### config.mk
export PLATFORM = sky130hd
export DESIGN_NAME = pipe_register
export DESIGN_NICKNAME = d
export VERILOG_FILES = /design/src/rtl/pipe_register.sv
export SDC_FILE = /design/constraint.sdc
export NUM_CORES = 1
export LEC_CHECK = 0
export BUFFER_PORTS_ARGS = -buffer_cell sky130_fd_sc_hd__buf_2
export CAP_MARGIN = 40
export CORE_ASPECT_RATIO = 1.2
export CORE_MARGIN = 2
export CORE_UTILIZATION = 49
export CTS_CLUSTER_SIZE = 20
export DETAILED_ROUTE_END_ITERATION = 16
export HOLD_SLACK_MARGIN = 0.08
export PLACE_DENSITY_LB_ADDON = 0.12
export SYNTH_ARGS = -nofsm -noshare
export SYNTH_HDL_FRONTEND = slang
export SYNTH_SLANG_ARGS = --single-unit
### constraint.sdc
create_clock -name clk -period 2.87 [get_ports clk]
set_clock_uncertainty 0.05 [all_clocks]
set_input_delay 0.574 -clock clk [delete_from_list [all_inputs] [get_ports clk]]
set_output_delay 0.574 -clock clk [all_outputs]
set_load 0.01 [all_outputs]
### src/rtl/pipe_register.sv
// Elastic two-entry pipeline register (main + skid) with valid/ready handshake.
// in_ready comes straight from a flop, so no combinational ready path crosses the stage.
module pipe_register #(
  parameter int unsigned      WIDTH       = 32,
  parameter logic [WIDTH-1:0] RESET_VALUE = '0
) (
  input  logic             clk,
  input  logic             clr,
  input  logic             flush,
  input  logic             in_valid,
  output logic             in_ready,
  input  logic [WIDTH-1:0] indata,
  output logic             out_valid,
  input  logic             out_ready,
  output logic [WIDTH-1:0] out,
  output logic [1:0]       count
);

  localparam logic [1:0] StEmpty = 2'b00;
  localparam logic [1:0] StOne   = 2'b10;
  localparam logic [1:0] StFull  = 2'b11;

  logic [WIDTH-1:0] main_data_q, main_data_d;
  logic [WIDTH-1:0] skid_data_q, skid_data_d;
  logic             main_v_q, main_v_d;
  logic             skid_v_q, skid_v_d;
  logic             accept;
  logic             pop;

  assign in_ready  = ~skid_v_q;
  assign out_valid = main_v_q;
  assign out       = main_data_q;
  assign count     = {1'b0, main_v_q} + {1'b0, skid_v_q};

  assign accept = in_valid & ~skid_v_q;
  assign pop    = main_v_q & out_ready;

  always_comb begin
    main_v_d    = main_v_q;
    skid_v_d    = skid_v_q;
    main_data_d = main_data_q;
    skid_data_d = skid_data_q;
    if (flush) begin
      // Data registers deliberately keep their contents; only the valid bits drop.
      main_v_d = 1'b0;
      skid_v_d = 1'b0;
    end else begin
      case ({main_v_q, skid_v_q})
        StEmpty: begin
          if (accept) begin
            main_v_d    = 1'b1;
            main_data_d = indata;
          end
        end
        StOne: begin
          if (accept && pop) begin
            main_data_d = indata;
          end else if (accept) begin
            skid_v_d    = 1'b1;
            skid_data_d = indata;
          end else if (pop) begin
            main_v_d = 1'b0;
          end
        end
        StFull: begin
          if (pop) begin
            main_data_d = skid_data_q;
            skid_v_d    = 1'b0;
          end
        end
        default: begin
          // Skid without main is unreachable; fall back to empty.
          main_v_d = 1'b0;
          skid_v_d = 1'b0;
        end
      endcase
    end
  end

  always_ff @(posedge clk or posedge clr) begin
    if (clr) begin
      main_v_q    <= 1'b0;
      skid_v_q    <= 1'b0;
      main_data_q <= RESET_VALUE;
      skid_data_q <= RESET_VALUE;
    end else begin
      main_v_q    <= main_v_d;
      skid_v_q    <= skid_v_d;
      main_data_q <= main_data_d;
      skid_data_q <= skid_data_d;
    end
  end

endmodule
==> results.cfg, run 1 <==
[clock_network]
cts_tree = yes
post_cts_buffers = 0
cts_max_level = 3
cts_buffer_depth = 2
clock_sinks = 66
cts_root_buffer = clkbuf_8
cts_resized = 0
cts_buffers = 9
clk_transition_reported_paths_ns = 0.07
ctsHoldBuffers = 0
clk_latency_ns = 0.33

[critical_path]
path_max_fanout = 21
cp_slowest_cell = ha_2
worstPathRequired_ns = 2.25
critPathLaunchType = flip-flop
r2r-end = out[0]
max_stage_delay_ns = 0.52
worstSetupEndpointType = output pin
critPathLaunch = skid_v_q
arrival_ns = 1.85
worst-setup-path-type = flip-flop to output pin
crit_chain = ha_2 > buf_4 > buf_2
r2r_cells = 4
worstSetupEndpoint = count[1]
r2r_start = skid_v_q
r2r_setup_slack_ns = 0.74

[synth]
synthTopCellsByCount = dfrtp_1 (66), mux2_2 (60), mux2_4 (30)
yosys_warnings = 0
yosysUniqueCellTypes = 22
synth.top_cell.area_share_pct = 53.0
synth-edff-count = 0
synth_nets = 237
synthTopCellsByArea = dfrtp_1 (53%), mux2_2 (22%), mux2_4 (14%)
ys_ff_latch = 66
syn_area_per_cell_sq_um = 15.9
synth-async-reset-ratio_pct = 100
synth-main-ff-cell = dfrtp_1
netlist_instances = 196
synth_area_leader_cell = dfrtp_1
ys_seq_area_share_pct = 53.0
yosysMostFrequentCell = dfrtp_1
syn_area_sq_um = 3120

[timing]
period_share_pct = 86.1
relSlewSlack_pct = 65.7
finalSetupViolCount = 0
layout_setup_ws_ns = 0.400
hold_viol = 0
period_needed_ns = 2.47
final_max_slew_viol_count = 0
tns_ns = 0
grt_setup_unrepaired = false
fmax_ghz = 0.405
whs_ns = 0.214
worstMarginPinSlew_ns = 0.514

[route]
drt_wl_total_um = 5560
wire_per_inst_um = 15.4
drc = 0
drt_iter0_markers = 49
viasPerCell = 5.00
postRouteAntennaNets = 0
firstDrtPassIters = 4
routed-via-count = 1804

[floorplan]
dieArea_sq_um = 7020
core_area_sq_um = 6090
fp-row-count = 31
die_h_um = 91.4
start_util_pct = 51.2
io_pins = 73
dieWidth_um = 76.8

[run_status]
status = complete, no violations

[power]
leakage_nw = 1.82
worst_ir_drop_vdd_mv = 0.476
p_per_area_nw_per_um2 = 868
design_power_total_mw = 3.27

[cells_and_area]
drive_gt1_share_pct = 67.0
fin_util_pct = 61.8
multi_input_area_sq_um = 1380
area_delta_synth_final_pct = 20.7
seq_area_sq_um = 1650
fin_nets = 315
diodes = 0
n_fill_cell = 501

[grt]
grt_pass1_vias = 1941
grt.total_usage_pct = 17.5
grt_pass1_wl_um = 9540
antenna_found_initial = 0
overflow = 0
grt_max_degree = 34

[placed_design]
dp_slack_ns = 0.742
io_buffer_count = 72
dp_hpwl_um = 3790
place_congestion = 0.764

[job]
drv_cap = 0

[min_path]
hold_path.class = primary input to asynchronous set/reset pin
[stage by stage]
step,cell area [sq um],cells
global placement,3560,345
floorplan,3120,196
detailed placement,3560,345
global route,3760,361
finish,3760,361
CTS,3760,361
[layer usage]
| metal | track usage [%] | vias to the layer above | part of all wire [%] |
|---|---|---|---|
| li1 | - | 854 | - |
| met1 | 23.0 | 892 | 47 |
| met2 | 26.5 | 49 | 46 |
| met3 | 4.08 | 9 | 5.0 |
| met4 | 10.0 | 0 | 2.0 |
| met5 | 0 | - | 0 |
[cells by family (layout without fill, tap and decap cells)]
logic type / count (synthesis) / in the layout / share of synthesized area [%]
AOI/OAI and AO/OA: 6 / 6 / 1.93
muxes: 96 / 96 / 38.3
buffers and inverters: 14 / 97 / 2.69
and+or+nand+nor: 10 / 10 / 2.49
DFF: 66 / 66 / 53.0
adders and majority gates: 4 / 4 / 1.61
[critical path: cells and delay by family (launching register included)]
family,cells,cell delay [ns]
buf+inv,2,0.57
fa+ha+maj,1,0.52
flops,1,0.42
[registers in the layout, indices dropped and copies added, names as in the netlist]
name	cells
out	32
skid_v_q	1
skid_data_q	32
out_valid	1
[worst min path at each step]
stage	from	end	slack, ns	depth (start not counted)
2_1_floorplan	skid_data_q[20]	skid_data_q[20]	0.41	1
3_3_place_gp	skid_data_q[24]	skid_data_q[24]	0.42	1
3_5_place_dp	skid_data_q[21]	skid_data_q[21]	0.43	1
4_1_cts	clr	out[29]	0.22	2
5_1_grt	clr	out[22]	0.26	2
6_report	clr	out[29]	0.21	2
[report_power, final]
part           total (mW)  internal, mW  switching [mW]
Sequential           1.52          1.33           0.194
Clock               0.783         0.449           0.335
Combinational       0.959         0.587           0.371
[cell type report]
cell class | count | area share, %
Inverter | 4 | 0.399
Tap cell | 82 | 2.73
Clock inverter | 2 | 0.931
Clock buffer | 14 | 4.32
Timing Repair Buffer | 77 | 10.9
Multi-Input combinational cell | 116 | 36.8
Sequential cell | 66 | 43.9
[layout by cell type, fill, tap and decap left out, drive strengths merged, types with 2 or more instances in the layout]
cell type and n:
nand3 2, clkbuf 14, buf 77, dfrtp 66, mux2 96, inv 4
ha 4, nor2 3, o21ai 2
(Power assumes the default switching activity.)
==> inputs of run 2 (changes only) <==
- ABC_CLOCK_PERIOD_IN_PS: not set -> 2870
- CTS_BUF_LIST: not set -> sky130_fd_sc_hd__clkbuf_4 sky130_fd_sc_hd__clkbuf_8
- MAX_ROUTING_LAYER: not set -> met4
==> results.cfg, run 2 (synthesis gave the netlist of run 1 again) <==
[run_status]
status = complete, no violations

[placed_design]
place_congestion = 0.774
placed_area_sq_um = 3560
dp_slack_ns = 0.742
io_buffer_count = 72
dp_hpwl_um = 3790
place_inst = 345

[timing]
layout_setup_ws_ns = 0.400
finalSetupViolCount = 0
final_max_slew_viol_count = 0
period_share_pct = 86.1
hold_viol = 0
fmax_ghz = 0.405
relSlewSlack_pct = 65.9
period_needed_ns = 2.47
tns_ns = 0
worstMarginPinSlew_ns = 0.511
whs_ns = 0.212
grt_setup_unrepaired = false

[clock_network]
cts_buffer_depth = 2
cts_tree = yes
post_cts_buffers = 0
cts_max_level = 3
clk_latency_ns = 0.33
clk_transition_reported_paths_ns = 0.07
cts_buffers = 9
ctsHoldBuffers = 0
clock_sinks = 66
cts_resized = 0
cts_root_buffer = clkbuf_8

[power]
design_power_total_mw = 3.30
internal_power_mw = 2.39
swShare_pct = 27.4
p_per_area_nw_per_um2 = 874
power_frac_seq_pct = 46.2
power_frac_comb_pct = 29.1
p_sw_mw = 0.902
worst_ir_drop_vdd_mv = 0.481
leakage_nw = 1.83
pwr-share-clk_pct = 24.7

[cells_and_area]
area_delta_synth_final_pct = 21.0
drive_gt1_share_pct = 68.1
final_common_cell = buf_2
seq_area_sq_um = 1650
fin_nets = 315
mostFrequentLayoutCells = buf_2 (72), dfrtp_1 (66), mux2_2 (60)
diodes = 0
multi_input_area_sq_um = 1380
n_fill_cell = 501
fin_util_pct = 61.9
post-route-cell-area_sq_um = 3770
final_cells = 361

[critical_path]
worst-setup-path-type = flip-flop to output pin
worstSetupEndpointType = output pin
arrival_ns = 1.85
r2r_start = skid_v_q
r2r_setup_slack_ns = 0.75
critPathLaunchType = flip-flop
r2r-end = out[0]
critPathLaunch = skid_v_q
worstPathRequired_ns = 2.25
r2r_cells = 4
worstSetupEndpoint = count[1]
path_max_fanout = 21

[route]
drc = 0
drt_iter0_markers = 52
routed-via-count = 1797
drt_wl_total_um = 5560
viasPerCell = 4.98
firstDrtPassIters = 4
wire_per_inst_um = 15.4
postRouteAntennaNets = 0

[floorplan]
start_util_pct = 51.2
dieWidth_um = 76.8
io_pins = 73
die_h_um = 91.4
fp-row-count = 31
dieArea_sq_um = 7020
core_area_sq_um = 6090

[job]
drv_cap = 0

[grt]
grt_pass1_wl_um = 9580
overflow = 0
grt_max_degree = 34
grt.total_usage_pct = 18.0
grt_pass1_vias = 1946
antenna_found_initial = 0

[min_path]
hold_path.class = primary input to asynchronous set/reset pin
## run 2: cell counts in the layout (fill, tap and decap cells not counted)
Identical to the previous run, type by type.
## run 2: power by group through the flow
stage	registers (mW)	logic [mW]	clock network [mW]
after floorplan	1.58	0.603	0
after global placement	1.53	0.950	0
after detailed placement	1.54	0.978	0
after CTS	1.53	0.977	0.839
after global routing	1.58	1.04	0.877
final	1.52	0.959	0.813
## run 2: worst max-delay path: stages (launching register included)
cell and delay (ns):
dfrtp_1 0.42, ha_2 0.51, buf_4 0.38, buf_2 0.19
## run 2: area by class of cell
class	count	share of cell area [%]
timing repair buffer	77	10.9
clock buffer	14	4.61
inverter	4	0.398
tap	82	2.72
multi-input combinational	116	36.7
clock inverter	2	0.929
sequential	66	43.8
## run 2: worst min-delay path by stage
stage	startpoint	endpoint	slack [ns]	depth (start not counted)
floorplan	skid_data_q[20]	skid_data_q[20]	0.41	1
global placement	skid_data_q[24]	skid_data_q[24]	0.42	1
detailed placement	skid_data_q[21]	skid_data_q[21]	0.43	1
CTS	clr	out[3]	0.22	2
global route	clr	out[1]	0.25	2
finish	clr	out[29]	0.21	2
## run 2: routing by layer
layer,up-vias,wire length [um],global-route usage (%)
met4,0,113,9.55
li1,855,-,-
met3,8,249,3.98
met1,887,2680,23.6
met5,-,0,-
met2,47,2520,26.2
